**src/rtl/bot_port_master.sv**
```systemverilog
// bot_port_master: hardware initiator on the KCPSM6-style port bus.
// It runs a fixed sequence with no processor involved:
//   1. optionally acknowledge the bot-update interrupt;
//   2. read LocX, LocY, BotInfo and Sensors into snapshot registers;
//   3. write the motor-control byte, then mirror the sensors to the LEDs.
// Every output is a flop that is loaded together with the next state, so the
// value an output shows always belongs to the state being entered.
module bot_port_master #(
  parameter logic [7:0] P_LOCX    = 8'h0A,
  parameter logic [7:0] P_LOCY    = 8'h0B,
  parameter logic [7:0] P_BOTINFO = 8'h0C,
  parameter logic [7:0] P_SENSORS = 8'h0D,
  parameter logic [7:0] P_MOTCTL  = 8'h09,
  parameter logic [7:0] P_LEDS    = 8'h02
) (
  input  logic       clk,
  input  logic       reset,
  input  logic       enable,
  input  logic       start,
  input  logic [7:0] motctl_in,
  input  logic       interrupt,
  output logic       interrupt_ack,
  output logic [7:0] port_id,
  output logic [7:0] out_port,
  input  logic [7:0] in_port,
  output logic       read_strobe,
  output logic       write_strobe,
  output logic       k_write_strobe,
  output logic [7:0] locx,
  output logic [7:0] locy,
  output logic [7:0] botinfo,
  output logic [7:0] sensors,
  output logic       busy,
  output logic       done,
  output logic [7:0] seq_count
);

  typedef enum logic [2:0] {
    IDLE,
    ACK,
    RD_SETUP,
    RD_STROBE,
    WR_SETUP,
    WR_STROBE,
    DONE
  } state_t;

  state_t     state;
  logic [1:0] idx;

  // Read port address for a given read index.
  function automatic logic [7:0] rd_addr(input logic [1:0] i);
    logic [7:0] a;
    case (i)
      2'd0:    a = P_LOCX;
      2'd1:    a = P_LOCY;
      2'd2:    a = P_BOTINFO;
      default: a = P_SENSORS;
    endcase
    return a;
  endfunction

  // The constant-port write strobe is never used by this initiator.
  assign k_write_strobe = 1'b0;

  // Sequence controller: state, index, bus outputs and snapshots together.
  always_ff @(posedge clk or negedge reset) begin
    if (!reset) begin
      state         <= IDLE;
      idx           <= '0;
      interrupt_ack <= 1'b0;
      port_id       <= '0;
      out_port      <= '0;
      read_strobe   <= 1'b0;
      write_strobe  <= 1'b0;
      locx          <= '0;
      locy          <= '0;
      botinfo       <= '0;
      sensors       <= '0;
      busy          <= 1'b0;
      done          <= 1'b0;
      seq_count     <= '0;
    end else begin
      // Single-cycle outputs default low; only the transition into their
      // state raises them.
      interrupt_ack <= 1'b0;
      read_strobe   <= 1'b0;
      write_strobe  <= 1'b0;
      done          <= 1'b0;

      case (state)
        IDLE: begin
          port_id  <= '0;
          out_port <= '0;
          busy     <= 1'b0;
          // Interrupt wins over a simultaneous manual start.
          if (interrupt && enable) begin
            state         <= ACK;
            interrupt_ack <= 1'b1;
            busy          <= 1'b1;
          end else if (start) begin
            state   <= RD_SETUP;
            idx     <= '0;
            port_id <= rd_addr(2'd0);
            busy    <= 1'b1;
          end
        end

        ACK: begin
          state   <= RD_SETUP;
          idx     <= '0;
          port_id <= rd_addr(2'd0);
        end

        RD_SETUP: begin
          state       <= RD_STROBE;
          read_strobe <= 1'b1;
        end

        RD_STROBE: begin
          case (idx)
            2'd0:    locx    <= in_port;
            2'd1:    locy    <= in_port;
            2'd2:    botinfo <= in_port;
            default: sensors <= in_port;
          endcase
          if (idx != 2'd3) begin
            state   <= RD_SETUP;
            idx     <= idx + 2'd1;
            port_id <= rd_addr(idx + 2'd1);
          end else begin
            state    <= WR_SETUP;
            idx      <= '0;
            port_id  <= P_MOTCTL;
            out_port <= motctl_in;
          end
        end

        WR_SETUP: begin
          state        <= WR_STROBE;
          write_strobe <= 1'b1;
        end

        WR_STROBE: begin
          if (idx == 2'd0) begin
            // sensors already holds the value captured on the last read.
            state    <= WR_SETUP;
            idx      <= 2'd1;
            port_id  <= P_LEDS;
            out_port <= sensors;
          end else begin
            state     <= DONE;
            idx       <= '0;
            port_id   <= '0;
            out_port  <= '0;
            done      <= 1'b1;
            seq_count <= seq_count + 8'd1;
          end
        end

        DONE: begin
          state <= IDLE;
          busy  <= 1'b0;
        end

        default: begin
          state    <= IDLE;
          idx      <= '0;
          port_id  <= '0;
          out_port <= '0;
          busy     <= 1'b0;
        end
      endcase
    end
  end

endmodule

```
**config.mk**
```make
export PLATFORM = sky130hd
export DESIGN_NAME = bot_port_master
export DESIGN_NICKNAME = d
export VERILOG_FILES = /design/src/rtl/bot_port_master.sv
export SDC_FILE = /design/constraint.sdc
export NUM_CORES = 1
export LEC_CHECK = 0
export CELL_PAD_IN_SITES_DETAIL_PLACEMENT = 1
export CELL_PAD_IN_SITES_GLOBAL_PLACEMENT = 1
export CORE_ASPECT_RATIO = 1.1
export CORE_MARGIN = 2
export CORE_UTILIZATION = 29
export DETAILED_ROUTE_END_ITERATION = 6
export PLACE_DENSITY_LB_ADDON = 0.3
export SLEW_MARGIN = 20
export SYNTH_ARGS = -nofsm -noshare
export SYNTH_HDL_FRONTEND = slang
export SYNTH_SLANG_ARGS = --single-unit
```
**constraint.sdc**
```tcl
create_clock -name clk -period 1.8 [get_ports clk]
set_clock_uncertainty 0.2 [all_clocks]
set_input_delay 0.36 -clock clk [delete_from_list [all_inputs] [get_ports clk]]
set_output_delay 0.36 -clock clk [all_outputs]
set_load 0.005 [all_outputs]
```
## Word-level counts from Yosys, hierarchy flattened

Cells that the tools add are included.

| operators by class | value |
|---|---|
| multiplexer cells | 28 |
| order comparisons | 0 |
| equality and inequality tests | 15 |
| div/mod/pow operators | 0 |
| reductions and logical operators | 15 |
| $mul | 0 |
| add/subtract/negate cells | 2 |
| shift-type cells | 0 |
| bitwise operators | 4 |

Operator list:

| operator | count |
|---|---|
| one-hot mux 8 bit (5 select lines) | 1 |
| two-way mux 8 bit | 3 |
| one-hot mux 8 bit (3 select lines) | 1 |
| one-hot mux 3 bit (6 select lines) | 1 |
| AND reduction 2 bit | 6 |
| two-way mux 2 bit | 5 |
| equality test 3 bit (second input constant) | 3 |
| two-way mux 1 bit | 9 |
| two-way mux 3 bit | 3 |
| one-hot mux 3 bit (3 select lines) | 1 |
| adder 8 x 1 -> 8 bit (second input constant) | 1 |
| two-way mux 4 bit | 2 |
| inequality test 2 bit (second input constant) | 4 |
| one-hot mux 2 bit (4 select lines) | 1 |
| equality test 3 x 2 -> 1 bit (second input constant) | 2 |
| OR reduction 3 bit | 2 |
| OR reduction 5 bit | 1 |
| equality test 2 x 1 -> 1 bit (second input constant) | 2 |
| equality test 2 bit (second input constant) | 2 |
| zero test 2 bit | 2 |
| inverter 1 bit | 4 |
| OR reduction 4 bit | 1 |
| equality test 3 x 1 -> 1 bit (second input constant) | 1 |
| zero test 3 bit | 1 |
| 5 further kinds | 5 |

| word-level totals | value |
|---|---|
| logic and storage cells | 78 |
| bits in read-only memories | 0 |
| bits in registers | 66 |
| input port bits | 21 |
| memories | 0 |
| output and inout bits | 62 |
| latch bits | 0 |
| bits in writable memories | 0 |

## Depth between registers and ports, before layout

| logic depth | value |
|---|---|
| word-level depth | 5 |
| depth in mapped cells | 6 |
| depth with buffers taken out | 5 |

## Worst setup path after synthesis

Ideal clock, no wire load.

| timing path | value |
|---|---|
| path type | register to register |
| from | register idx[0] |
| to | register seq_count[1] |
| slack | -0.022 ns |
| required time | 1.475 ns |
| library setup time | 0.125 ns |
| arrival time | 1.497 ns |
| buffers on the path | 1 |
| stages on the path, launching flop included | 6 |
| cell sequence | dfrtp_1 -> inv_1 -> ha_1 -> and4bb_1 -> buf_6 -> mux2_4 |

| on the way | value |
|---|---|
| longest elaborated chain between the ends | 3 |

Ends and longest elaborated chain:

| element | line | text |
|---|---|---|
| start, declared | 49 | `logic [1:0] idx;` |
| start signal, assigned | 129 | `idx <= idx + 2'd1;` |
| zero test 2 bit | 145 | `if (idx == 2'd0) begin` |
| inverter 1 bit (no line) | n/a |  |
| AND reduction 2 bit (no line) | n/a |  |
| end signal, assigned | 157 | `seq_count <= seq_count + 8'd1;` |
| end, declared | 35 | `output logic [7:0] seq_count` |

No other way between the ends.
A chain may end at the register's enable or synchronous reset.

## Final worst setup path

| timing path | value |
|---|---|
| from | register locx[5] |
| to | output port locx[5] |

RTL lines:

| element | line | text |
|---|---|---|
| start, declared | 29 | `output logic [7:0] locx,` |
| start signal, assigned | 122 | `2'd0: locx <= in_port;` |

No word-level cell between the ends.

==> metrics.csv <==
stage,metric,value,unit
pwr,Peak VDD IR,0.0006969,V
hold_path,Hold Crit Class,reg2reg,
global_route,largest net degree at the start of global routing,23,
detailed_routing,WL final,8079,µm
worst_setup_path,Crit Path Max Fanout,2,
final_layout,Final Cell Area,4437,µm²
yosys,number of synthesized flops with an enable pin,0,
yosys,fraction of registers with async set/reset,100.0,%
worst_setup_path,reg-to-reg endpoint,seq_count[1],
worst_setup_path,Crit Path Category,reg2out,
floorplanning,Core Area,9842,µm²
flow_run,Max Cap Viol,0,
worst_setup_path,worst r2r src,idx[0],
detailed_routing,Initial DRC Count,58,
sta,Final Hold Viols,0,
yosys,dominant cell type by area after synthesis,dfrtp_1,
sta,maximum clock frequency,568.6,MHz
sta,max-slew violations,0,
yosys,cell area after synthesis,2925,µm²
clocking,maximum clock insertion buffer count,2,
sta,Rel. slew slack,65.03,%
detailed_routing,DRC Markers,0,
final_layout,most frequent cells in the layout,"dfrtp_1 (62), buf_4 (45), mux2_4 (33), clkdlybuf4s50_1 (33), dlymetal6s2s_1 (31)",
yosys,Post-Synthesis Cells,214,
floorplanning,Die ar.,10910,µm²
sta,Final Setup Violations,0,
placement,dpl ws,0.03704,ns
worst_setup_path,crit end category,output pin,
yosys,share of the synthesized area in the top cell type,53.04,%
detailed_routing,via count,2214,
final_layout,layout cells sized above 1,32.16,%
pwr,part of the power in combinational logic,52.0,%
worst_setup_path,CP peak stage delay,0.51,ns
pwr,Int Pwr,5.095,mW
clocking,clock latency on the worst-skew pair,0.34,ns
worst_setup_path,Worst EP arrival,1.20,ns
global_route,vias in the first global route,2442,
clocking,clock transition at the registers of the reported paths,0.07,ns
detailed_routing,vias per cell,4.792,
global_route,total grt overflow,0,
yosys,Netlist cell types,42,
worst_setup_path,Reg2Reg Setup Slack,0.10,ns
global_route,first-pass GRT wire length,13030,µm
worst_setup_path,buffers plus inverters on the worst setup path,1,
clocking,H-tree levels,3,
worst_setup_path,R2R cell count,5,
sta,worst hold margin,0.3096,ns
worst_setup_path,required time of the critical path,1.24,ns
sta,Post-Route Setup TNS,0,ns
status,status,completed,
clocking,Clock Tree Root,clkbuf_8,
detailed_routing,Detailed Routing Iterations Pass 1,4,
detailed_routing,wire per inst,17.49,µm
pwr,Clk pwr share,16.6,%
sta,min Tclk post-route,1.759,ns
final_layout,ANT cells,0,
pwr,Flop pwr share,31.4,%
floorplanning,die width,99.76,µm
sta,final worst slack,0.04132,ns
yosys,Post-synth top flop,dfrtp_1,
floorplanning,Vert. Die Dim,109.3,µm
floorplanning,top-level I/O count,83,
clocking,CTS tree,yes,
pwr,Switching Share,32.67,%
hold_path,hold depth,1,
global_route,gr usage total,15.61,%
yosys,Synth Register Bits,62,
pwr,NetSw,2.472,mW
final_layout,"leading cell type in the layout, fill and taps excluded",dfrtp_1,
placement,HPWL after detailed placement,5354,µm
floorplanning,Initial Utilization,29.72,%
pwr,PwrDens,1705,nW/µm²
worst_setup_path,slowest cell on the critical path,clkdlybuf4s50_1,
final_layout,fin util,45.08,%
final_layout,FILL cells,1025,
placement,Final Wtd Congestion,0.7263,
hold_path,hold path start,locy[7],
sta,period utilization,97.70,%
yosys,Synth warnings,0,
yosys,"top cells by area, synth","dfrtp_1 (53%), mux2_4 (17%), nand2_8 (2.7%)",
worst_setup_path,CP top delay family,buffers and inverters,
final_layout,Final nets,366,
detailed_routing,DRT antenna net count,0,
hold_path,"Endpoint, Worst Hold",locy[7],
yosys,sequential area share after synthesis,53.04,%
sta,Worst-Margin Slew,0.5245,ns
pwr,leakage dissipation,2.327,nW
worst_setup_path,Worst setup SP type,flip-flop,
clocking,CTS sink cnt,62,
placement,area post-placement,3887,µm²
floorplanning,# rows,38,
clocking,TritonCTS buffer count,9,
worst_setup_path,worst-path cell chain,clkdlybuf4s50_1,
placement,IO buf count,77,
yosys,Syn Area/Cell,13.67,µm²
global_route,initial antenna violation count,0,
final_layout,Area Overhead vs Synth,51.67,%
-- how the worst max path moves through the flow --
stage | startpoint | cells after the start | endpoint | slack, ns
final | locx[5] | 1 | locx[5] | 0.04
after global routing | botinfo[5] | 1 | botinfo[5] | -0.007
after CTS | out_port[3] | 1 | out_port[3] | 0.0007
after detailed placement | start | 4 | idx[0] | 0.04
after global placement | start | 4 | idx[0] | 0.07
after floorplan | idx[0] | 5 | seq_count[1] | 0.06
-- timing repair --
action	in CTS	in global routing
hold endpoints to repair	18	0
gates resized for setup	15	34
buffers inserted	17	18
endpoints found under the setup margin	27	45
hold buffers	1	0
-- per-stage QoR --
step | cells | power [mW]
6_report | 462 | 7.567
5_1_grt | 462 | 8.087
4_1_cts | 444 | 7.467
3_5_place_dp | 412 | 6.044
3_3_place_gp | 412 | 5.952
2_1_floorplan | 218 | 4.288
-- cell families after synthesis --
kind of cell | Yosys count | share of synthesized area [%]
DFF | 62 | 53.04
AOI/OAI and AO/OA | 45 | 11.04
and+or+nand+nor | 37 | 9.196
muxes | 34 | 17.28
buffers and inverters | 21 | 4.277
adders and majority gates | 7 | 2.951
xor gates and xnor gates | 7 | 2.096
other | 1 | 0.1282
-- Yosys cell counts (all sizes together), types with 2 or more instances --
| master | number |
|---|---|
| and3 | 3 |
| a32o | 2 |
| ha | 6 |
| clkbuf | 3 |
| dfrtp | 62 |
| nor2 | 4 |
| buf | 13 |
| o22ai | 2 |
| xnor2 | 6 |
| nand2 | 13 |
| inv | 5 |
| nor2b | 3 |
| mux2 | 33 |
| a32oi | 8 |
| a31oi | 2 |
| a22oi | 7 |
| a21oi | 3 |
| nand4 | 4 |
| o21ai | 12 |
| nor3 | 3 |
| o2bb2ai | 2 |
| and3b | 2 |
-- flip-flops by register name, summed over array words and instances, names as in the netlist, 2 cells and up --
register,cells
seq_count,8
out_port,8
idx,2
locy,8
botinfo,8
state,3
locx,8
port_id,4
sensors,8
-- power groups by stage --
stage          sequential, mW  clock, mW  combinational, mW
5_1_grt                  2.45       1.37               4.27
3_3_place_gp             2.44          0               3.51
4_1_cts                  2.40       1.29               3.78
3_5_place_dp             2.44          0               3.60
2_1_floorplan            2.43          0               1.86
6_report                 2.38       1.26               3.93
-- per-layer routing --
layer	vias up	share of wire [%]	global-route usage, %	wire length [µm]
met5	-	0	0	0
met4	0	1.5	5.969	120
met3	9	7.1	5.594	576
met2	71	48	25.19	3868
met1	1118	43	19.25	3513
li1	1016	-	-	-
-- area by class of cell --
cell class	count	area, µm²	area share, %
Sequential cell	62	1551	34.97
Inverter	5	18.77	0.4230
Multi-Input combinational cell	135	1284	28.93
Clock inverter	3	45.04	1.015
Tap cell	120	150.1	3.384
Timing Repair Buffer	126	1236	27.86
Clock buffer	11	151.4	3.412
No activity file was read; power rests on OpenSTA's default activity.
